==> config.mk <==
export PLATFORM = sky130hd
export DESIGN_NAME = uart_rx_fifo
export DESIGN_NICKNAME = d
export VERILOG_FILES = /design/src/rtl/uart_pkg.sv /design/src/rtl/uart_fifo_mem.sv /design/src/rtl/uart_rx_fifo.sv
export SDC_FILE = /design/constraint.sdc
export NUM_CORES = 1
export LEC_CHECK = 0
export ABC_AREA = 1
export CORE_UTILIZATION = 53
export CTS_CLUSTER_SIZE = 30
export DETAILED_ROUTE_END_ITERATION = 6
export GPL_TIMING_DRIVEN = 0
export PLACE_DENSITY_LB_ADDON = 0.08
export SYNTH_ARGS = -nofsm -noshare
export SYNTH_HDL_FRONTEND = slang
export SYNTH_SLANG_ARGS = --single-unit
==> constraint.sdc <==
create_clock -name rxclk -period 4.1 [get_ports rxclk]
set_input_delay 0.82 -clock rxclk [delete_from_list [all_inputs] [get_ports rxclk]]
set_output_delay 0.82 -clock rxclk [all_outputs]
set_load 0.005 [all_outputs]
==> src/rtl/uart_pkg.sv <==
// Shared UART definitions: receive word width, the {error, data} FIFO entry, and
// default receive-FIFO sizing.
package uart_pkg;

   localparam int unsigned UART_DATA_W   = 9;
   localparam int unsigned RX_FIFO_DEPTH = 16;
   localparam int unsigned RX_FIFO_AFULL = 12;

   typedef struct packed {
      logic                   error;
      logic [UART_DATA_W-1:0] data;
   } rx_entry_t;

endpackage

==> src/rtl/uart_fifo_mem.sv <==
// Simple dual-port register file: synchronous write, asynchronous read, no reset.
module uart_fifo_mem #(
   parameter int unsigned WIDTH = 10,
   parameter int unsigned DEPTH = 16
) (
   input  logic                     clk,
   input  logic                     we,
   input  logic [$clog2(DEPTH)-1:0] waddr,
   input  logic [WIDTH-1:0]         wdata,
   input  logic [$clog2(DEPTH)-1:0] raddr,
   output logic [WIDTH-1:0]         rdata
);

   logic [WIDTH-1:0] mem [DEPTH];

   always_ff @(posedge clk) begin
      if (we) begin
         mem[waddr] <= wdata;
      end
   end

   assign rdata = mem[raddr];

endmodule

==> src/rtl/uart_rx_fifo.sv <==
// First-word-fall-through receive FIFO with fill level, almost-full warning and a
// sticky overflow flag. Pointers carry one extra wrap bit to tell full from empty.
module uart_rx_fifo
   import uart_pkg::*;
#(
   parameter int unsigned DATA_W       = UART_DATA_W,
   parameter int unsigned DEPTH        = RX_FIFO_DEPTH,
   parameter int unsigned AFULL_THRESH = RX_FIFO_AFULL
) (
   input  logic                     rxclk,
   input  logic                     reset_n,
   input  logic                     wr_valid,
   input  logic [DATA_W-1:0]        wr_data,
   input  logic                     wr_error,
   input  logic                     flush,
   input  logic                     rd_ready,
   output logic                     rd_valid,
   output logic [DATA_W-1:0]        rd_data,
   output logic                     rd_error,
   output logic [$clog2(DEPTH):0]   count,
   output logic                     almost_full,
   output logic                     overflow,
   input  logic                     overflow_clr
);

   localparam int unsigned AW = $clog2(DEPTH);
   localparam int unsigned PW = AW + 1;

   logic [PW-1:0]   wr_ptr_q, wr_ptr_d;
   logic [PW-1:0]   rd_ptr_q, rd_ptr_d;
   logic            overflow_q, overflow_d;
   logic            full;
   logic            rd_hs;
   logic            wr_acc;
   logic            ovf_evt;
   logic [DATA_W:0] head;

   // Status is decoded purely from registered pointers.
   assign rd_valid    = (wr_ptr_q != rd_ptr_q);
   assign full        = ((wr_ptr_q ^ rd_ptr_q) == {1'b1, {AW{1'b0}}});
   assign count       = wr_ptr_q - rd_ptr_q;
   assign almost_full = (count >= PW'(AFULL_THRESH));
   assign overflow    = overflow_q;

   assign rd_hs   = rd_valid && rd_ready;
   assign wr_acc  = wr_valid && (!full || rd_hs) && !flush;
   assign ovf_evt = wr_valid && full && !rd_hs && !flush;

   always_comb begin
      wr_ptr_d   = wr_ptr_q;
      rd_ptr_d   = rd_ptr_q;
      overflow_d = overflow_q;
      if (flush) begin
         wr_ptr_d = '0;
         rd_ptr_d = '0;
      end else begin
         if (wr_acc) wr_ptr_d = wr_ptr_q + PW'(1);
         if (rd_hs)  rd_ptr_d = rd_ptr_q + PW'(1);
      end
      // Set wins over clear when both happen in one cycle.
      if (ovf_evt) begin
         overflow_d = 1'b1;
      end else if (overflow_clr) begin
         overflow_d = 1'b0;
      end
   end

   always_ff @(posedge rxclk or negedge reset_n) begin
      if (!reset_n) begin
         wr_ptr_q   <= '0;
         rd_ptr_q   <= '0;
         overflow_q <= 1'b0;
      end else begin
         wr_ptr_q   <= wr_ptr_d;
         rd_ptr_q   <= rd_ptr_d;
         overflow_q <= overflow_d;
      end
   end

   uart_fifo_mem #(
      .WIDTH (DATA_W + 1),
      .DEPTH (DEPTH)
   ) u_mem (
      .clk   (rxclk),
      .we    (wr_acc),
      .waddr (wr_ptr_q[AW-1:0]),
      .wdata ({wr_error, wr_data}),
      .raddr (rd_ptr_q[AW-1:0]),
      .rdata (head)
   );

   assign rd_data  = rd_valid ? head[DATA_W-1:0] : '0;
   assign rd_error = rd_valid & head[DATA_W];

endmodule

# ---- After elaboration in Yosys (flattened, before gate mapping)
# Memories as Yosys holds them, arrays and structs flattened.
# Index checks and enable logic that the tools add are counted.
dict set report word_totals {
  reg_bits 11
  mem_bits_rw 160
  input_bits 16
  out_inout_bits 18
  word_cells 34
  mem_count 1
}
dict set report op_classes {
  n_addsub 3
  magnitude_cmp 1
  n_eq_ne 2
  muxes 9
  bitwise_logic 2
  reduce_logical 13
}
# name words word_bits read_ports rd_clocked_by_memory_dff write_ports line
set mem_list {}
lappend mem_list {u_mem.mem 16 10 1 0 1 uart_fifo_mem.sv:14} ;# logic [WIDTH-1:0] mem [DEPTH];
# operator n
set ops {}
lappend ops {{5-bit 2-to-1 mux} 4}
lappend ops {{5-bit by 1-bit adder with 5-bit output (second input constant)} 2}
lappend ops {{9-bit 2-to-1 mux} 1}
lappend ops {{1-bit logical AND} 6}
lappend ops {{2-bit nonzero test} 3}
lappend ops {{5-bit equality test (second input constant)} 1}
lappend ops {{5-bit by 4-bit greater-or-equal comparator with 1-bit output (second input constant)} 1}
lappend ops {{5-bit inequality test} 1}
lappend ops {{5-bit subtractor} 1}
lappend ops {{5-bit XOR} 1}
lappend ops {{1-bit 2-to-1 mux} 4}
lappend ops {{1-bit logical NOT} 3}
lappend ops {{1-bit AND} 1}
lappend ops {{1-bit logical OR} 1}

# ---- Depth between registers and ports, before layout
# Gate-level depths: netlist of run 1.
dict set report logic_depth {
  word_depth 8
  mapped_depth 12
  mapped_depth_nobuf 9
}

# ---- Hierarchy
# From an unflattened synthesis of run 1, not the netlist that was laid out.
dict set report hier_totals {
  cells_unflattened 804
  area_unflattened_um2 7921.3
}
# mod n_inst cells_per_inst area_each_um2 seq_area_each_um2
set by_module_without_submodules {}
lappend by_module_without_submodules {uart_fifo_mem 1 672 6971.7 4804.6}
lappend by_module_without_submodules {uart_rx_fifo 1 132 949.7 275.3}

# ---- Worst setup path before layout of run 1
# Ideal clock, no wire load.
dict set report synth_timing {
  path_kind {register to output}
  startpoint {register rd_ptr_q[1]}
  endpoint {output rd_valid}
  arrival_ns 1.829
  required_time_ns 3.280
  slack_ns 1.451
  path_stages_with_launch 9
  path_buffers 3
  cell_sequence {dfrtp_1 buf_2 clkinv_1 clkbuf_1 ha_1 nand4_1 nor2_1 clkbuf_1 inv_1}
}
dict set report synth_between {
  elab_chain_cells 1
}
# element line
set synth_lines {}
lappend synth_lines {{start: declaration} uart_rx_fifo.sv:30} ;# logic [PW-1:0] rd_ptr_q, rd_ptr_d;
lappend synth_lines {{start signal: assignment} uart_rx_fifo.sv:75} ;# rd_ptr_q <= rd_ptr_d;
lappend synth_lines {{5-bit inequality test} uart_rx_fifo.sv:39} ;# assign rd_valid = (wr_ptr_q != rd_ptr_q);
lappend synth_lines {{end: declaration} uart_rx_fifo.sv:17} ;# output logic rd_valid,
# No other way between the ends.

# ---- Worst setup path in the final report of run 1
dict set report layout_timing {
  startpoint {register rd_ptr_q[3]}
  endpoint {output rd_data[5]}
}
dict set report layout_between {
  elab_chain_cells 2
  word_cells_on_any_way 3
  classes_between {1 x eq/ne; 1 x mux; 1 x memory}
}
# element line
set layout_lines {}
lappend layout_lines {{memory read 16 x 10 bit or 5-bit inequality test (tied branches)} n/a}
lappend layout_lines {{9-bit 2-to-1 mux *} uart_rx_fifo.sv:92} ;# assign rd_data = rd_valid ? head[DATA_W-1:0] : '0;
lappend layout_lines {{end: declaration} uart_rx_fifo.sv:18} ;# output logic [DATA_W-1:0] rd_data,
# Mark *: on every way between the ends. The rest lies on a longest branch, timed or not.

==> results of run 1 <==
-- power by group through the flow --
| stage | combinational [mW] | sequential [mW] | clock (mW) |
|---|---|---|---|
| 6_report | 0.746 | 1.93 | 1.58 |
| 5_1_grt | 0.822 | 1.93 | 1.67 |
| 3_3_place_gp | 0.722 | 1.97 | 0 |
| 4_1_cts | 0.740 | 1.93 | 1.59 |
| 3_5_place_dp | 0.733 | 1.97 | 0 |
| 2_1_floorplan | 0.413 | 1.97 | 0 |
-- cells in the mapped netlist --
cell      count
nand2_1     301
edfxtp_1    160
inv_1       125
nand3_1      94
clkbuf_1     16
buf_2        15
nor2_1       13
a21oi_1      12
dfrtp_1      11
ha_1          9
xor2_1        9
nor2_2        7
o21ai_0       6
nor2_4        5
buf_1         3
nand3b_1      2
nand4_1       2
a21boi_0      1
a21o_1        1
buf_12        1
clkinv_1      1
fa_1          1
inv_2         1
inv_4         1
nand2_2       1
nand2_4       1
o22ai_1       1
xnor2_1       1
-- tightest hold or removal path, cell delays in order, from the launching register on --
cell	delay, ps
dfrtp_1	380
inv_1	50
o22ai_1	60
-- final cells by class --
class                      count  share of cell area (%)
sequential                   171                    56.5
multi-input combinational    467                    23.7
inverter                     128                    5.39
clock buffer                  18                    4.78
timing repair buffer          33                    3.68
tap                          184                    2.56
buffer                        33                    1.78
clock inverter                14                    1.62
-- metal layers --
layer | global-route usage (%) | vias up | wire, um
met3 | 4.95 | 31 | 1150
li1 | - | 2649 | -
met4 | 9.41 | 0 | 389
met5 | 0 | - | 0
met2 | 40.6 | 189 | 8720
met1 | 37.6 | 2615 | 8420
-- path summary, 6_finish.rpt --
check / from / end / slack, ps / cells after the start
max: rd_ptr_q[3]$_DFFE_PN0P_ / rd_data[5] / 170 / 8
min: overflow$_DFFE_PN0P_ / overflow$_DFFE_PN0P_ / 530 / 2
max reg2reg: rd_ptr_q[3]$_DFFE_PN0P_ / u_mem.mem[9][7]$_DFFE_PP_ / 950 / 10
min reg2reg: overflow$_DFFE_PN0P_ / overflow$_DFFE_PN0P_ / 530 / 2
max in group asynchronous: reset_n / wr_ptr_q[1]$_DFFE_PN0P_ / 3010 / 1
min in group asynchronous: reset_n / overflow$_DFFE_PN0P_ / 740 / 1
-- registers in the layout (all words and copies together) (netlist names) --
register / flops
u_mem.mem: 160
rd_ptr_q: 5
wr_ptr_q: 5
overflow: 1
-- what timing repair did --
item | CTS | global route
buffers inserted | 0 | 0
endpoints found under the setup margin | 10 | 10
resized for setup | 2 | 0
hold buffers | 0 | 0
hold endpoints to repair | 0 | 0
-- cells by family (layout without fill, tap and decap cells) --
| family | Yosys count | after routing | synth area share (%) |
|---|---|---|---|
| buffers and inverters | 163 | 226 | 8.27 |
| adders and majority gates | 10 | 10 | 1.69 |
| DFF | 171 | 171 | 64.7 |
| xor gates and xnor gates | 10 | 10 | 1.12 |
| and+or+nand+nor | 426 | 426 | 22.8 |
| AOI/OAI and AO/OA | 21 | 21 | 1.42 |
==> flow_metrics.env, run 1 <==
export IMPL_status="finished clean"
export IMPL_worstPathArrival_ps=3110
export IMPL_start_kind="flip-flop"
export IMPL_final_cell_area_um2=8980
export IMPL_instances_no_fill=1048
export IMPL_drive_gt1_share_pct=7.52
export IMPL_p_switching_mw=1.17
export IMPL_drt_pass1_iter_count=7
export IMPL_cp_required_ps=3280
export IMPL_cts_root_buf="clkbuf_16"
export IMPL_maxSlewViolCount=0
export IMPL_p_comb_share_pct=17.5
export IMPL_cts_path_max_buffers=2
export IMPL_clock_sinks=171
export IMPL_p_per_area_nw_per_um2=474
export IMPL_grt_pass1_wl_um=28300
export IMPL_path_max_fanout=10
export IMPL_htreeDepth=4
export IMPL_synth_seq_cells=171
export IMPL_rsz0062_at_grt="false"
export IMPL_clkLatencyLatePin_ps=430
export IMPL_diodes=0
export IMPL_core_um2=14500
export IMPL_route_detailed_drc=0
export IMPL_yosys_area_top_type="edfxtp_1"
export IMPL_grt_pass1_vias=5114
export IMPL_finalWirelength_um=18700
export IMPL_hold_viol=0
export IMPL_period_needed_ps=3930
export IMPL_gp_congestion=0.892
export IMPL_fin_skew_ps=6.70
export IMPL_fin_nets=877
export IMPL_path_clk_slew_ps=60
export IMPL_p_clk_share_pct=37.0
export IMPL_setup_tns_ps=0
export IMPL_ir_drop_uv=269
export IMPL_min_period_over_period_pct=95.9
export IMPL_multi_input_area_um2=2130
export IMPL_critical_path_endpoint_type="output pin"
export IMPL_hpwlAfterDp_um=12600
export IMPL_layout_commonest_cell="nand2_1"
export IMPL_dieWidth_um=124
export IMPL_grt_max_degree=17
export IMPL_synthTopCellsByArea="edfxtp_1 (61%), nand2_1 (14%), nand3_1 (6.0%)"
export IMPL_synth_avg_cell_area_um2=9.81
export IMPL_final_util_pct=62.1
export IMPL_worst_pin_slew_ps=1000
export IMPL_switching_share_pct=27.4
export IMPL_syn_area_um2=7860
export IMPL_portBuffers=33
export IMPL_syn_inst=801
export IMPL_dp_slack_ps=263
export IMPL_synthesis_nets=827
export IMPL_final_cell_mix="nand2_1 (301), edfxtp_1 (160), inv_1 (125), nand3_1 (94), clkdlybuf4s50_1 (33)"
export IMPL_wire_per_inst_um=17.8
export IMPL_seq_area_frac_synth_pct=64.7
export IMPL_drt_initial_drc_count=614
export IMPL_relSlewSlack_pct=32.9
export IMPL_p_leak_nw=3.83
export IMPL_viasPerCell=5.23
export IMPL_synth_top_area_share_pct=61.2
export IMPL_placed_area_um2=8420
export IMPL_fillerInstances=1222
export IMPL_rows=44
export IMPL_syn_to_final_growth_pct=14.4
export IMPL_dieArea_um2=15300
export IMPL_start_util_pct=54.3
export IMPL_finalSetupViolations=0
export IMPL_drv_cap=0
export IMPL_crit_slowest_cell="clkdlybuf4s50_1"
export IMPL_p_total_mw=4.26
export IMPL_ys_warn_count=0
export IMPL_register_area_um2=5080
export IMPL_worst_path_largest_cell_delay_ps=550
export IMPL_crit_type="reg2out"
export IMPL_ioPinCount=34
export IMPL_overflow=0
export IMPL_ant_nets=0
export IMPL_grtUsageTotal_pct=26.4
export IMPL_antenna_found_initial=0
export IMPL_cts_buffers=17
export IMPL_seq_power_share_pct=45.4
export IMPL_num_vias=5484
export IMPL_critical_path_top_delay_family="buffers and inverters"
export IMPL_cts_tree="built"
export IMPL_cp_cell_sequence="inv_1 > clkbuf_1 > ha_1 > nand4_1 > nor2_1 > clkbuf_2 > a21oi_1 > clkdlybuf4s50_1"
export IMPL_cp_buffers_inverters=4
export IMPL_worst_hold_slack_ps=531
export IMPL_setup_slack_ps=170
export IMPL_die_height_um=124
export IMPL_synthDistinctLibCells=28
export IMPL_max_freq_mhz=254
export IMPL_dp_cells=1018
export IMPL_hold_class="reg2reg"
export IMPL_intPower_mw=3.09
Power figures use the tool's default switching activity.
==> run 2: changes to the inputs <==
--- a/config.mk
+++ b/config.mk
@@ -6,6 +6,7 @@
 export NUM_CORES = 1
 export LEC_CHECK = 0
 export ABC_AREA = 1
+export CORE_MARGIN = 5
 export CORE_UTILIZATION = 53
 export CTS_CLUSTER_SIZE = 30
 export DETAILED_ROUTE_END_ITERATION = 6
==> flow_metrics.env, run 2 (same netlist as run 1, synthesis figures left out) <==
export IMPL_relSlewSlack_pct=27.7
export IMPL_grt_util_met2_pct=37.6
export IMPL_worst_pin_slew_ps=1080
export IMPL_drv_cap=0
export IMPL_dp_cells=1018
export IMPL_finalWirelength_um=18700
export IMPL_grt_max_degree=17
export IMPL_r2r_setup_slack_ps=900
export IMPL_setup_tns_ps=0
export IMPL_grt_use_met1_pct=28.7
export IMPL_p_comb_share_pct=17.1
export IMPL_grtUsageTotal_pct=22.0
export IMPL_r2r_end="u_mem.mem[9][3]$_DFFE_PP_"
export IMPL_top_register="u_mem.mem"
export IMPL_hold_end="overflow$_DFFE_PN0P_"
export IMPL_p_clk_share_pct=38.0
export IMPL_p_switching_mw=1.15
export IMPL_hold_viol=0
export IMPL_core_um2=14500
export IMPL_finalSetupViolations=0
export IMPL_drive_gt1_share_pct=7.41
export IMPL_syn_to_final_growth_pct=14.7
export IMPL_busiest_layer="met2"
export IMPL_wire_per_inst_um=17.8
export IMPL_max_freq_mhz=254
export IMPL_cp_required_ps=3280
export IMPL_r2r_start="rd_ptr_q[3]$_DFFE_PN0P_"
export IMPL_fin_skew_ps=8.88
export IMPL_ioPinCount=34
export IMPL_path_clk_slew_ps=60
export IMPL_cts_path_max_buffers=2
export IMPL_path_max_fanout=10
export IMPL_min_period_over_period_pct=96.1
export IMPL_dieArea_um2=17400
export IMPL_antenna_found_initial=0
export IMPL_worstPathArrival_ps=3120
export IMPL_cts_root_buf="clkbuf_16"
export IMPL_hold_path_depth=2
export IMPL_fin_nets=877
export IMPL_p_leak_nw=3.84
export IMPL_worst_hold_slack_ps=532
export IMPL_crit_type="reg2out"
export IMPL_num_vias=5451
export IMPL_portBuffers=33
export IMPL_final_cell_mix="nand2_1 (301), edfxtp_1 (160), inv_1 (125), nand3_1 (94), clkdlybuf4s50_1 (33)"
export IMPL_largest_reg_flops=160
export IMPL_route_detailed_drc=0
export IMPL_hpwlAfterDp_um=12600
export IMPL_overflow=0
export IMPL_grt_pass1_vias=5416
export IMPL_rsz0062_at_grt="false"
export IMPL_rows=44
export IMPL_placed_area_um2=8420
export IMPL_clkLatencyLatePin_ps=440
export IMPL_dieWidth_um=132
export IMPL_intPower_mw=3.15
export IMPL_diodes=0
export IMPL_status="finished clean"
export IMPL_switching_share_pct=26.8
export IMPL_hold_class="reg2reg"
export IMPL_critical_path_endpoint_type="output pin"
export IMPL_clock_sinks=171
export IMPL_final_cell_area_um2=9010
export IMPL_htreeDepth=4
export IMPL_drt_initial_drc_count=483
export IMPL_viasPerCell=5.20
export IMPL_period_needed_ps=3940
export IMPL_top_regs="u_mem.mem: 160 flops, rd_ptr_q: 5 flops, wr_ptr_q: 5 flops"
export IMPL_grt_pass1_wl_um=29200
export IMPL_grt_util_met3_pct=4.43
export IMPL_r2r_cells=10
export IMPL_p_total_mw=4.30
export IMPL_cts_tree="built"
export IMPL_ir_drop_uv=303
export IMPL_die_height_um=132
export IMPL_start_kind="flip-flop"
export IMPL_drt_pass1_iter_count=5
export IMPL_maxSlewViolCount=0
export IMPL_instances_no_fill=1048
export IMPL_seq_power_share_pct=44.9
export IMPL_gp_congestion=0.895
export IMPL_min_from="overflow$_DFFE_PN0P_"
export IMPL_cts_buffers=17
export IMPL_postCtsSetupRepairBufs=0
export IMPL_ant_nets=0
export IMPL_layout_commonest_cell="nand2_1"
export IMPL_p_per_area_nw_per_um2=478
export IMPL_start_util_pct=54.0
run 2: cell count changes in the layout (fill, tap and decap cells not counted):
cell | before | now
clkinv_1 | 0 | 1
clkinv_2 | 5 | 3
bufinv_16 | 2 | 3
run 2: layer usage:
metal / vias up / share of wire, %
met1: 2619 / 43
met5: - / 0
met3: 24 / 5.7
met2: 152 / 50
li1: 2656 / -
met4: 0 / 1.5
run 2: how the worst max path moves through the flow:
stage                                       start         end  slack [ps]  cells past startpoint
after floorplan           rd_ptr_q[1]$_DFFE_PN0P_    rd_valid        1450                      8
after global placement    rd_ptr_q[1]$_DFFE_PN0P_  rd_data[5]         240                      9
after detailed placement  rd_ptr_q[1]$_DFFE_PN0P_  rd_data[5]         220                      9
after CTS                 rd_ptr_q[3]$_DFFE_PN0P_  rd_data[5]         100                      8
after global routing      rd_ptr_q[3]$_DFFE_PN0P_  rd_data[2]          30                      8
final                     rd_ptr_q[3]$_DFFE_PN0P_  rd_data[5]         160                      8
run 2: critical path, stage by stage (launching register included):
cell,delay (ps)
dfrtp_1,410
inv_1,120
clkbuf_1,440
ha_1,370
nand4_1,170
nor2_1,110
clkbuf_2,240
a21oi_1,270
clkdlybuf4s50_1,550
run 2: metrics by stage:
stage          util, %  setup slack, ps
6_report          62.0              161
5_1_grt           62.0             25.1
3_3_place_gp      57.9              238
3_5_place_dp      57.9              218
2_1_floorplan        -             1450
4_1_cts           62.0              104
run 2: repair_timing:
action / 4_1_cts / 5_1_grt
hold buffers: 0 / 0
setup endpoints to repair: 10 / 0
gates resized for setup: 2 / 0
endpoints found under the hold margin: 0 / 0
run 2: cell type report:
class | instances | area, um^2
Clock buffer | 18 | 429
Sequential cell | 171 | 5080
Timing Repair Buffer | 33 | 330
Tap cell | 184 | 230
Buffer | 33 | 160
Fill cell | 1215 | 5530
Inverter | 128 | 484
Clock inverter | 14 | 169
Multi-Input combinational cell | 467 | 2130
run 2: power by group through the flow:
stage / Sequential, mW / Clock (mW) / Combinational [mW]
floorplan: 1.97 / 0 / 0.413
global placement: 1.97 / 0 / 0.727
detailed placement: 1.97 / 0 / 0.735
CTS: 1.93 / 1.64 / 0.741
global route: 1.93 / 1.72 / 0.821
finish: 1.93 / 1.63 / 0.736
==> run 3: changes to the inputs <==
--- a/config.mk
+++ b/config.mk
@@ -12,6 +12,7 @@
 export DETAILED_ROUTE_END_ITERATION = 6
 export GPL_TIMING_DRIVEN = 0
 export PLACE_DENSITY_LB_ADDON = 0.08
+export SKIP_LAST_GASP = 1
 export SYNTH_ARGS = -nofsm -noshare
 export SYNTH_HDL_FRONTEND = slang
 export SYNTH_SLANG_ARGS = --single-unit
==> constraint.sdc (replaced) <==
create_clock -name rxclk -period 4.1 [get_ports rxclk]
set_input_delay 0.82 -clock rxclk [delete_from_list [all_inputs] [get_ports rxclk]]
set_output_delay 0.82 -clock rxclk [all_outputs]
set_load 0.01 [all_outputs]
==> flow_metrics.env, run 3 (same netlist as run 1, synthesis figures left out) <==
export IMPL_ioPinCount=34
export IMPL_crit_end="rd_data[5]"
export IMPL_worstPathArrival_ps=3080
export IMPL_p_clk_share_pct=37.8
export IMPL_p_leak_nw=3.84
export IMPL_cts_buffers=17
export IMPL_clock_sinks=171
export IMPL_finalSetupViolations=0
export IMPL_path_max_fanout=12
export IMPL_htreeDepth=4
export IMPL_drv_cap=0
export IMPL_syn_to_final_growth_pct=14.7
export IMPL_cp_required_ps=3280
export IMPL_ant_nets=0
export IMPL_seq_power_share_pct=44.7
export IMPL_maxSlewViolCount=0
export IMPL_final_cell_mix="nand2_1 (301), edfxtp_1 (160), inv_1 (125), nand3_1 (94), clkdlybuf4s50_1 (33)"
export IMPL_r2r_end="u_mem.mem[9][3]$_DFFE_PP_"
export IMPL_grt_pass1_vias=5416
export IMPL_status="finished clean"
export IMPL_grt_pass1_wl_um=29200
export IMPL_top_regs="u_mem.mem: 160 flops, rd_ptr_q: 5 flops, wr_ptr_q: 5 flops"
export IMPL_cts_tree="built"
export IMPL_core_um2=14500
export IMPL_max_freq_mhz=256
export IMPL_r2r_start="rd_ptr_q[2]$_DFFE_PN0P_"
export IMPL_ir_drop_uv=303
export IMPL_antenna_found_initial=0
export IMPL_postCtsSetupRepairBufs=0
export IMPL_relSlewSlack_pct=27.4
export IMPL_grtUsageTotal_pct=22.0
export IMPL_cp_cell_sequence="buf_2 > inv_1 > ha_1 > nand4_1 > nor2_1 > clkbuf_2 > a21oi_1 > clkdlybuf4s50_1"
export IMPL_hold_viol=0
export IMPL_critical_path_top_delay_family="buffers and inverters"
export IMPL_diodes=0
export IMPL_fin_skew_ps=7.14
export IMPL_min_period_over_period_pct=95.1
export IMPL_clkLatencyLatePin_ps=430
export IMPL_finalWirelength_um=18700
export IMPL_period_needed_ps=3900
export IMPL_viasPerCell=5.20
export IMPL_worst_pin_slew_ps=1080
export IMPL_rows=44
export IMPL_num_vias=5451
export IMPL_grt_max_degree=17
export IMPL_hold_buffers=0
export IMPL_path_clk_slew_ps=60
export IMPL_drt_initial_drc_count=487
export IMPL_critical_path_endpoint_type="output pin"
export IMPL_intPower_mw=3.15
export IMPL_switching_share_pct=27.1
export IMPL_p_switching_mw=1.17
export IMPL_crit_slowest_cell="clkdlybuf4s50_1"
export IMPL_p_total_mw=4.33
export IMPL_top_register="u_mem.mem"
export IMPL_portBuffers=33
export IMPL_die_height_um=132
export IMPL_p_comb_share_pct=17.5
export IMPL_r2r_setup_slack_ps=980
export IMPL_setup_tns_ps=0
export IMPL_r2r_cells=10
export IMPL_p_per_area_nw_per_um2=480
export IMPL_cp_buffers_inverters=4
export IMPL_worst_path_largest_cell_delay_ps=580
export IMPL_hpwlAfterDp_um=12600
export IMPL_cts_path_max_buffers=2
export IMPL_route_detailed_drc=0
export IMPL_crit_type="reg2out"
export IMPL_hold_class="reg2reg"
export IMPL_drt_pass1_iter_count=5
export IMPL_wire_per_inst_um=17.9
export IMPL_gp_congestion=0.895
export IMPL_overflow=0
export IMPL_hold_path_depth=2
export IMPL_fin_nets=877
export IMPL_layout_commonest_cell="nand2_1"
export IMPL_worst_hold_slack_ps=532
export IMPL_largest_reg_flops=160
export IMPL_cp_num_cells=8
export IMPL_cts_root_buf="clkbuf_16"
export IMPL_rsz0062_at_grt="false"
export IMPL_drive_gt1_share_pct=7.52
export IMPL_start_kind="flip-flop"
export IMPL_dieWidth_um=132
export IMPL_dieArea_um2=17400
export IMPL_timing_critical_path_from="rd_ptr_q[2]$_DFFE_PN0P_"
export IMPL_start_util_pct=54.0
[run 3: cell counts in the layout (fill, tap and decap cells not counted)]
No cell type changed its count.
[run 3: worst min-delay path by stage]
stage	start	to	slack, ps
2_1_floorplan	reset_n	overflow$_DFFE_PN0P_	520
3_3_place_gp	overflow$_DFFE_PN0P_	overflow$_DFFE_PN0P_	520
3_5_place_dp	overflow$_DFFE_PN0P_	overflow$_DFFE_PN0P_	520
4_1_cts	overflow$_DFFE_PN0P_	overflow$_DFFE_PN0P_	530
5_1_grt	overflow$_DFFE_PN0P_	overflow$_DFFE_PN0P_	580
6_report	overflow$_DFFE_PN0P_	overflow$_DFFE_PN0P_	530
[run 3: worst reg2reg max path, cell delays in order, from the launching register on]
cell and delay [ps]:
dfrtp_1 360, buf_2 160, inv_1 390, ha_1 380
nand4_1 160, nor2_2 70, nand2_2 100, nand2_4 90
nor2_4 140, inv_4 80, nor2_1 820
[run 3: cell type report]
| class | instances | area [um^2] |
|---|---|---|
| sequential | 171 | 5080 |
| multi-input combinational | 467 | 2130 |
| timing repair buffer | 33 | 330 |
| tap | 184 | 230 |
| fill | 1214 | 5520 |
| clock inverter | 14 | 169 |
| clock buffer | 18 | 429 |
| inverter | 128 | 484 |
| buffer | 33 | 161 |
[run 3: power by group through the flow]
stage                     combinational [mW]  clock (mW)  sequential (mW)
after global routing                   0.843        1.72             1.93
after floorplan                        0.435           0             1.97
after detailed placement               0.757           0             1.97
after CTS                              0.763        1.64             1.93
after global placement                 0.749           0             1.97
final                                  0.758        1.64             1.93
[run 3: layer usage]
metal | share of wire (%) | global-route usage [%]
met3 | 4.9 | 4.43
met4 | 1.7 | 6.51
met5 | 0 | 0
met1 | 44 | 28.7
met2 | 50 | 37.6
[run 3: through the flow]
stage	instances	setup slack (ps)	utilization, %	area, um^2
after floorplan	801	1410	-	7860
after global placement	1018	206	57.9	8420
after detailed placement	1018	184	57.9	8420
after CTS	1048	68.5	62.0	9010
after global routing	1048	71.2	62.0	9010
final	1048	201	62.0	9010
[run 3: what timing repair did]
action / 4_1_cts / 5_1_grt
resized for setup: 2 / 2
endpoints found under the hold margin: 0 / 0
gates cloned: 0 / 0
endpoints found under the setup margin: 10 / 1
